**config.mk**
```make
export PLATFORM = sky130hd
export DESIGN_NAME = btn_pulse_gen_flat
export DESIGN_NICKNAME = d
export VERILOG_FILES = /design/src/rtl/btn_pkg.sv /design/src/rtl/btn_pulse_gen_if.sv /design/src/rtl/sync_2ff.sv /design/src/rtl/btn_pulse_gen.sv /design/src/flat_wrapper.sv
export SDC_FILE = /design/constraint.sdc
export NUM_CORES = 1
export LEC_CHECK = 0
export CORE_UTILIZATION = 35
export CTS_BUF_LIST = sky130_fd_sc_hd__clkbuf_16
export CTS_CLUSTER_DIAMETER = 40
export DETAILED_ROUTE_END_ITERATION = 12
export PLACE_DENSITY_LB_ADDON = 0.08
export SETUP_SLACK_MARGIN = 0.1
export SYNTH_ARGS = -nofsm -noshare
export SYNTH_HDL_FRONTEND = slang
export SYNTH_SLANG_ARGS = --single-unit
```
**constraint.sdc**
```tcl
create_clock -name clk -period 4.54 [get_ports clk]
set_input_delay 0.908 -clock clk [delete_from_list [all_inputs] [get_ports clk]]
set_output_delay 0.908 -clock clk [all_outputs]
set_load 0.03 [all_outputs]
```
**src/rtl/btn_pkg.sv**
```systemverilog
// Shared types and sizing helpers for the pushbutton conditioning logic.
package btn_pkg;

   typedef enum logic [1:0] {
      IDLE        = 2'd0,
      PRESS_CHK   = 2'd1,
      HELD        = 2'd2,
      RELEASE_CHK = 2'd3
   } btn_state_t;

   function automatic int cnt_width(input int n);
      return ($clog2(n) < 1) ? 1 : $clog2(n);
   endfunction

   function automatic int max_int(input int a, input int b);
      return (a > b) ? a : b;
   endfunction

endpackage

```
**src/rtl/btn_pulse_gen_if.sv**
```systemverilog
// Button-side signal bundle: raw input in, debounced level and edge pulses out.
interface btn_pulse_gen_if;

   logic btn_in;
   logic btn_db;
   logic press_pulse;
   logic release_pulse;

   modport master (
      input  btn_in,
      output btn_db,
      output press_pulse,
      output release_pulse
   );

   modport slave (
      output btn_in,
      input  btn_db,
      input  press_pulse,
      input  release_pulse
   );

endinterface

```
**src/rtl/sync_2ff.sv**
```systemverilog
// Two-flop synchronizer for a single asynchronous input; reused for other panel inputs.
module sync_2ff #(
   parameter logic RESET_VAL = 1'b0
) (
   input  logic clk,
   input  logic clr,
   input  logic d,
   output logic q
);

   logic meta_reg;
   logic q_reg;

   always_ff @(posedge clk or posedge clr) begin
      if (clr) begin
         meta_reg <= RESET_VAL;
         q_reg    <= RESET_VAL;
      end else begin
         meta_reg <= d;
         q_reg    <= meta_reg;
      end
   end

   assign q = q_reg;

endmodule

```
**src/rtl/btn_pulse_gen.sv**
```systemverilog
// Debounces a raw pushbutton into a level plus one-cycle press/release pulses.
// Define BTN_AUTO_REPEAT_EN to add hold-to-repeat press pulses while HELD.
module btn_pulse_gen
   import btn_pkg::*;
#(
   parameter int DEBOUNCE_CYCLES = 50000,
   parameter bit ACTIVE_LOW      = 1'b0,
   parameter int HOLD_CYCLES     = 25000000,
   parameter int REPEAT_CYCLES   = 5000000
) (
   input logic             clk,
   input logic             clr,
   btn_pulse_gen_if.master bus
);

   localparam int CNT_W = cnt_width(DEBOUNCE_CYCLES);
   localparam logic [CNT_W-1:0] CNT_LAST = CNT_W'(DEBOUNCE_CYCLES - 1);

   generate
      if (DEBOUNCE_CYCLES < 2 || HOLD_CYCLES < 1 || REPEAT_CYCLES < 1) begin : g_bad_param
         $error("btn_pulse_gen: DEBOUNCE_CYCLES must be >= 2 and repeat timings >= 1");
      end
   endgenerate

   btn_state_t       state_reg, state_next;
   logic [CNT_W-1:0] cnt_reg, cnt_next;
   logic             db_reg, db_next;
   logic             press_reg, press_next;
   logic             release_reg, release_next;
   logic             sync_q;
   logic             s;
   logic             rep_fire;

   sync_2ff #(.RESET_VAL(ACTIVE_LOW)) u_sync (
      .clk (clk),
      .clr (clr),
      .d   (bus.btn_in),
      .q   (sync_q)
   );

   assign s = ACTIVE_LOW ? ~sync_q : sync_q;

`ifdef BTN_AUTO_REPEAT_EN
   localparam int REP_W = cnt_width(max_int(HOLD_CYCLES, REPEAT_CYCLES));

   logic [REP_W-1:0] rep_cnt_reg;
   logic             rep_phase_reg;
   logic [REP_W-1:0] rep_last;

   // Phase 0 waits out the initial hold delay, phase 1 produces the steady repeat.
   assign rep_last = rep_phase_reg ? REP_W'(REPEAT_CYCLES - 1) : REP_W'(HOLD_CYCLES - 1);
   assign rep_fire = (state_reg == HELD) && s && (rep_cnt_reg == rep_last);

   always_ff @(posedge clk or posedge clr) begin
      if (clr) begin
         rep_cnt_reg   <= '0;
         rep_phase_reg <= 1'b0;
      end else if (state_reg != HELD || !s) begin
         rep_cnt_reg   <= '0;
         rep_phase_reg <= 1'b0;
      end else if (rep_fire) begin
         rep_cnt_reg   <= '0;
         rep_phase_reg <= 1'b1;
      end else begin
         rep_cnt_reg   <= rep_cnt_reg + 1'b1;
      end
   end
`else
   assign rep_fire = 1'b0;
`endif

   always_ff @(posedge clk or posedge clr) begin
      if (clr) begin
         state_reg   <= IDLE;
         cnt_reg     <= '0;
         db_reg      <= 1'b0;
         press_reg   <= 1'b0;
         release_reg <= 1'b0;
      end else begin
         state_reg   <= state_next;
         cnt_reg     <= cnt_next;
         db_reg      <= db_next;
         press_reg   <= press_next;
         release_reg <= release_next;
      end
   end

   always_comb begin
      state_next   = state_reg;
      cnt_next     = cnt_reg;
      press_next   = 1'b0;
      release_next = 1'b0;
      case (state_reg)
         IDLE: begin
            if (s) begin
               state_next = PRESS_CHK;
               cnt_next   = '0;
            end
         end
         PRESS_CHK: begin
            if (!s) begin
               state_next = IDLE;
               cnt_next   = '0;
            end else if (cnt_reg == CNT_LAST) begin
               state_next = HELD;
               cnt_next   = '0;
               press_next = 1'b1;
            end else begin
               cnt_next   = cnt_reg + 1'b1;
            end
         end
         HELD: begin
            if (!s) begin
               state_next = RELEASE_CHK;
               cnt_next   = '0;
            end else if (rep_fire) begin
               press_next = 1'b1;
            end
         end
         RELEASE_CHK: begin
            if (s) begin
               state_next   = HELD;
               cnt_next     = '0;
            end else if (cnt_reg == CNT_LAST) begin
               state_next   = IDLE;
               cnt_next     = '0;
               release_next = 1'b1;
            end else begin
               cnt_next     = cnt_reg + 1'b1;
            end
         end
         default: begin
            state_next = IDLE;
            cnt_next   = '0;
         end
      endcase
      // Level tracks the next state so it moves on the same edge as its pulse.
      db_next = (state_next == HELD) || (state_next == RELEASE_CHK);
   end

   assign bus.btn_db        = db_reg;
   assign bus.press_pulse   = press_reg;
   assign bus.release_pulse = release_reg;

endmodule

```
**src/flat_wrapper.sv**
```systemverilog
// flat-port wrapper written by rule: the top's interface ports become plain ports
module btn_pulse_gen_flat import btn_pkg::*;
#(
   parameter int DEBOUNCE_CYCLES = 50000,
   parameter bit ACTIVE_LOW      = 1'b0,
   parameter int HOLD_CYCLES     = 25000000,
   parameter int REPEAT_CYCLES   = 5000000
)
  (clk, clr, bus_btn_in, bus_btn_db, bus_press_pulse, bus_release_pulse);
  btn_pulse_gen_if bus_i ();
  input logic clk;
  input logic clr;
  input wire logic [$bits(bus_i.btn_in)-1:0] bus_btn_in;
  output wire logic [$bits(bus_i.btn_db)-1:0] bus_btn_db;
  output wire logic [$bits(bus_i.press_pulse)-1:0] bus_press_pulse;
  output wire logic [$bits(bus_i.release_pulse)-1:0] bus_release_pulse;
  assign bus_i.btn_in = bus_btn_in;
  assign bus_btn_db = bus_i.btn_db;
  assign bus_press_pulse = bus_i.press_pulse;
  assign bus_release_pulse = bus_i.release_pulse;
  btn_pulse_gen #(.DEBOUNCE_CYCLES(DEBOUNCE_CYCLES), .ACTIVE_LOW(ACTIVE_LOW), .HOLD_CYCLES(HOLD_CYCLES), .REPEAT_CYCLES(REPEAT_CYCLES)) u_core (.clk(clk), .clr(clr), .bus(bus_i));
endmodule
```
==> results.toml, run 1 <==
[run_status]
status = "finished, final reports clean"

[sta]
fmax_mhz = 465
rsz0062_at_grt = "false"
setup_tns_ns = 0
hold_viol_final = 0
period_needed_ns = 2.15
drv_slew = 0
slew-limit-headroom_pct = 42.5
setup_violations = 0
clock_skew_ns = 0.00221
worst_pin_slew_ns = 0.861
timing.final.crit_share_pct = 47.4
holdWs_ns = 0.363

[clocking]
clockBufferDepth = 2
post-cts-setup-buffer-count = 0
cts_buffers = 3
insertion_delay_ns = 0.26
clkSinkCount = 23
clk_pin_slew_worst_paths_ns = 0.06
hold_buffers = 0
root_buffer = "clkbuf_16"
cts_tree = "yes"
ctsResizeCount = 0
h-tree-depth = 1

[global_routing]
grt_max_degree = 24
grt_pass1_vias = 848
gr-total-overflow = 0
grt_pass1_wl_mm = 4.13
track_usage_pct = 15.9
antenna_found_initial = 0

[setup_path]
crit_family = "buffers and inverters"
path_cells = "clkdlybuf4s50_1"
slowest_delay_ns = 0.66
timing.reg2reg.setup_slack_ns = 2.67
cp_slowest_cell = "clkdlybuf4s50_1"
arrival_ns = 1.24
critical_path_class = "reg -> out"
worstPathRequired_ns = 3.63
crit_path_max_fanout = 1
end_kind = "primary output"
path_buf_inv = 1
cp.depth = 1
crit_path_start_kind = "flip-flop"
r2r_cells = 4

[route]
drcViolationCount = 0
first_pass_iters = 4
m1WireLength_mm = 1.23
drt.antenna.violating_nets = 0
wl_met2_mm = 1.07
vias_per_cell = 5.69
routed_wl_mm = 2.39
wire_per_inst_um = 15.0
met3WireLength_um = 63
drt_iter0_markers = 42
top_layer = "met4"
via_count = 905

[die]
fp.dieH_um = 59.8
initial_utilization_pct = 37.7
io_pins = 6
die-area_sq_mm = 0.00358
die_w_um = 59.8
core_area_sq_mm = 0.00310
rows = 20

[finish]
fin_nets = 120
n_antenna_cell = 0
syn_to_final_growth_pct = 13.5
largest_reg_flops = 16
drive_above_1_share_pct = 7.83

[synth]
mappedNetlistNets = 116
synth-seq-cells = 23
synth_edf_count = 0
synth.distinct_cells = 37
ys_seq_area_share_pct = 49.1
syn_area_sq_mm = 0.00117
synth_most_common_cell = "dfrtp_1"
yosys_warnings = 0
synth_ff_type = "dfrtp_1"
synth.avg_cell_area_sq_um = 10.5
synth_area_leaders = "dfrtp_1 49%, a21oi_1 3.4%, o31ai_1 3.2%"
yosysTopAreaCell = "dfrtp_1"
yosysTopAreaCellShare_pct = 49.1
async_flop_share_pct = 100
synth_common_cells = "23 x dfrtp_1, 8 x a21oi_1, 8 x nand2_1"
postSynthCellCount = 112

[power]
power_density_mw_per_mm2 = 321
leakagePower_nw = 0.560
ir_worst_vdd_v = 0.000206

[run]
drv_cap = 0

[placement]
gp_congestion = 0.802
io_buffers = 5
hpwl_mm = 1.66

[min_path]
whs_path_depth = 0
hp-class = "reg -> reg"
-- path summary, 6_finish.rpt --
kind                                                   from                              to
max                        u_core.bus.press_pulse$_DFF_PP0_                 bus_press_pulse
min in group asynchronous                               clr  u_core.cnt_reg[11]$_DFFE_PP0P_
min reg2reg                u_core.u_sync.meta_reg$_DFF_PP0_       u_core.u_sync.q$_DFF_PP0_
max in group asynchronous                               clr   u_core.cnt_reg[5]$_DFFE_PP0P_
max reg2reg                   u_core.cnt_reg[7]$_DFFE_PP0P_     u_core.bus.btn_db$_DFF_PP0_
min                        u_core.u_sync.meta_reg$_DFF_PP0_       u_core.u_sync.q$_DFF_PP0_
-- cells in the final DEF (no fill, tap or decap), drive strengths merged, types with 4 or more instances in the layout --
cell type      count
a21oi              8
a31oi              4
a41oi              4
and4               4
clkdlybuf4s50      5
dfrtp             23
nand2              8
o21ai              6
o31ai              5
or4                4
-- power breakdown --
group / switching (W) / total [W] / internal (W) / leakage [nW]
Clock: 0.0000767 / 0.000196 / 0.000119 / 0.0371
Combinational: 0.0000128 / 0.0000192 / 0.00000638 / 0.209
Sequential: 0.00000324 / 0.000211 / 0.000208 / 0.313
-- per-layer routing --
metal  track usage (%)  vias to the layer above
met5                 0                        -
met4              3.99                        0
met3              4.55                        4
met2              23.2                       11
met1              23.2                      453
li1                  -                      437
-- cells by family (layout without fill, tap and decap cells) --
| kind of cell | Yosys count | in the layout | share of synthesized area [%] |
|---|---|---|---|
| xor gates and xnor gates | 3 | 3 | 2.89 |
| muxes | 2 | 2 | 1.92 |
| AOI/OAI and AO/OA | 35 | 35 | 20.6 |
| DFF | 23 | 23 | 49.1 |
| and+or+nand+nor | 39 | 39 | 20.8 |
| adders and majority gates | 1 | 1 | 1.07 |
| buffers and inverters | 9 | 12 | 3.53 |
-- through the flow --
| step | total power (W) | worst slack [ns] | area (sq um) | std cells | utilization, % |
|---|---|---|---|---|---|
| after floorplan | 0.000228 | 2.88 | 1170 | 112 | - |
| after global placement | 0.000234 | 2.52 | 1250 | 155 | 40.2 |
| after detailed placement | 0.000234 | 2.50 | 1250 | 155 | 40.2 |
| after CTS | 0.000433 | 2.38 | 1330 | 159 | 42.8 |
| after global routing | 0.000442 | 2.35 | 1330 | 159 | 42.8 |
| final | 0.000426 | 2.39 | 1330 | 159 | 42.8 |
-- area by class of cell --
cell class | count | area, sq um
clock buffers | 3 | 75.1
clock inverters | 1 | 7.51
fillers | 311 | 1770
inverters | 3 | 11.3
multi-input cells | 80 | 554
flip-flops and latches | 23 | 576
well taps | 44 | 55.1
repair buffers | 5 | 50.0
Power figures use the tool's default switching activity.
==> run 2: changes to the inputs <==
==> constraint.sdc (replaced) <==
create_clock -name clk -period 2 [get_ports clk]
set_input_delay 0.4 -clock clk [delete_from_list [all_inputs] [get_ports clk]]
set_output_delay 0.4 -clock clk [all_outputs]
set_load 0.03 [all_outputs]
==> run 2 against run 1 <==
Compared with the run above: clock power increased by 120%; non-clock buffer count increased by 2; via count increased by 1.4%; combinational power increased by 140%; critical endpoint is now u_core.cnt_reg[10]$_DFFE_PP0P_; largest cell class unchanged.
==> results.toml, run 2 (synthesized netlist as in run 1, its figures left out) <==
[run_status]
status = "finished, final reports clean"

[route]
drt_iter0_markers = 25
wire_per_inst_um = 14.9
routed_wl_mm = 2.40
via_count = 918
vias_per_cell = 5.70
drcViolationCount = 0
first_pass_iters = 4
drt.antenna.violating_nets = 0

[sta]
setup_tns_ns = 0
fmax_mhz = 568
fin_ws_ns = 0.239
timing.final.crit_share_pct = 88.1
clock_skew_ns = 0.00140
drv_slew = 0
slew-limit-headroom_pct = 70.8
period_needed_ns = 1.76
worst_pin_slew_ns = 0.437
rsz0062_at_grt = "false"
setup_violations = 0
holdWs_ns = 0.351
hold_viol_final = 0

[clocking]
hold_buffers = 0
h-tree-depth = 1
root_buffer = "clkbuf_16"
clkSinkCount = 23
cts_buffers = 3
clockBufferDepth = 2
cts_tree = "yes"
insertion_delay_ns = 0.25
ctsResizeCount = 0
post-cts-setup-buffer-count = 0
clk_pin_slew_worst_paths_ns = 0.06

[setup_path]
cp_slowest_cell = "dfrtp_1"
crit_family = "simple AND/OR/NAND/NOR gates"
crit_path_max_fanout = 8
worstPathRequired_ns = 2.17
end_kind = "flip-flop"
crit_path_start_kind = "flip-flop"
slowest_delay_ns = 0.41
arrival_ns = 1.93
path_buf_inv = 0
path_cells = "ha_1 > and3_1 > and4_1 > a211o_1 > a31oi_1"
critical_path_class = "reg -> reg"

[die]
die-area_sq_mm = 0.00358
fp.dieH_um = 59.8
initial_utilization_pct = 37.7
die_w_um = 59.8
core_area_sq_mm = 0.00310
rows = 20
io_pins = 6

[global_routing]
gr-total-overflow = 0
antenna_found_initial = 0
track_usage_pct = 15.5
grt_max_degree = 24
grt_pass1_vias = 856
grt_pass1_wl_mm = 4.09

[placement]
hpwl_mm = 1.71
io_buffers = 5
gp_congestion = 0.799
place_ws_ns = 0.163

[finish]
fillers = 314
syn_to_final_growth_pct = 15.5
fin_nets = 122
multi_input_area_sq_um = 566
drive_above_1_share_pct = 12.0
n_antenna_cell = 0
final_common_cell = "dfrtp_1"
final_cell_mix = "23 x dfrtp_1, 8 x nand2_1, 7 x a21oi_1"
regArea_sq_um = 576
largest_reg_flops = 16

[power]
seq_power_share_pct = 50.1
p_int_w = 0.000757
clockPowerShare_pct = 45.1
power_density_mw_per_mm2 = 706
p_sw_w = 0.000199
ir_worst_vdd_v = 0.000700
combPwrFrac_pct = 4.8
power.total_w = 0.000955
leakagePower_nw = 0.577
swShare_pct = 20.8

[run]
drv_cap = 0

[min_path]
hp-class = "reg -> reg"
## run 2: cell count changes in the layout (fill, tap and decap cells not counted)
cell | previous run | this run
and4_2 | 0 | 1
a21oi_1 | 8 | 7
buf_4 | 0 | 2
and4_1 | 4 | 3
nor4b_2 | 0 | 1
a21oi_2 | 0 | 1
nor4b_1 | 1 | 0
clkinvlp_4 | 1 | 0
clkinv_2 | 0 | 1
## run 2: through the flow
stage / std cells / util [%] / instance area, sq um
floorplan: 112 / - / 1170
global placement: 157 / 40.6 / 1260
detailed placement: 157 / 40.6 / 1260
CTS: 161 / 43.2 / 1340
global route: 161 / 43.6 / 1350
finish: 161 / 43.6 / 1350
## run 2: cell type report
cell class / count / share of cell area, %
tap: 44 / 4.07
multi-input combinational: 80 / 41.8
timing repair buffer: 7 / 4.81
clock buffer: 3 / 5.55
clock inverter: 1 / 0.370
sequential: 23 / 42.6
inverter: 3 / 0.833
## run 2: worst reg2reg max path, delay by kind of cell (launching register included)
kind | cells | cell delay, ns
compound gates | 2 | 0.47
fa+ha+maj | 1 | 0.23
flops | 1 | 0.41
simple gates | 2 | 0.57
## run 2: layer usage
layer  wire length (um)  part of all wire (%)  vias to the layer above  global-route usage, %
met1               1130                    47                      460                   21.7
met5                  0                     0                        -                      0
met2               1190                    50                       10                   24.0
li1                   -                     -                      446                      -
met4                 19                  0.79                        0                   3.99
met3                 63                   2.6                        2                   3.90
## run 2: path summary, 6_finish.rpt
path	start	end	slack [ns]	cells past startpoint
worst max-delay path	u_core.cnt_reg[0]$_DFFE_PP0P_	u_core.cnt_reg[10]$_DFFE_PP0P_	0.24	5
worst min-delay path	u_core.u_sync.meta_reg$_DFF_PP0_	u_core.u_sync.q$_DFF_PP0_	0.35	0
worst max register to register	u_core.cnt_reg[0]$_DFFE_PP0P_	u_core.cnt_reg[10]$_DFFE_PP0P_	0.24	5
worst min register to register	u_core.u_sync.meta_reg$_DFF_PP0_	u_core.u_sync.q$_DFF_PP0_	0.35	0
max in group asynchronous	clr	u_core.cnt_reg[1]$_DFFE_PP0P_	1.29	3
min in group asynchronous	clr	u_core.cnt_reg[9]$_DFFE_PP0P_	0.48	3
## run 2: power groups by stage
stage / Clock, W / Sequential, W / Combinational, W
after global placement: 0 / 0.000487 / 0.0000465
after global routing: 0.000458 / 0.000480 / 0.0000521
after detailed placement: 0 / 0.000487 / 0.0000463
final: 0.000430 / 0.000479 / 0.0000459
after CTS: 0.000440 / 0.000479 / 0.0000463
after floorplan: 0 / 0.000486 / 0.0000323
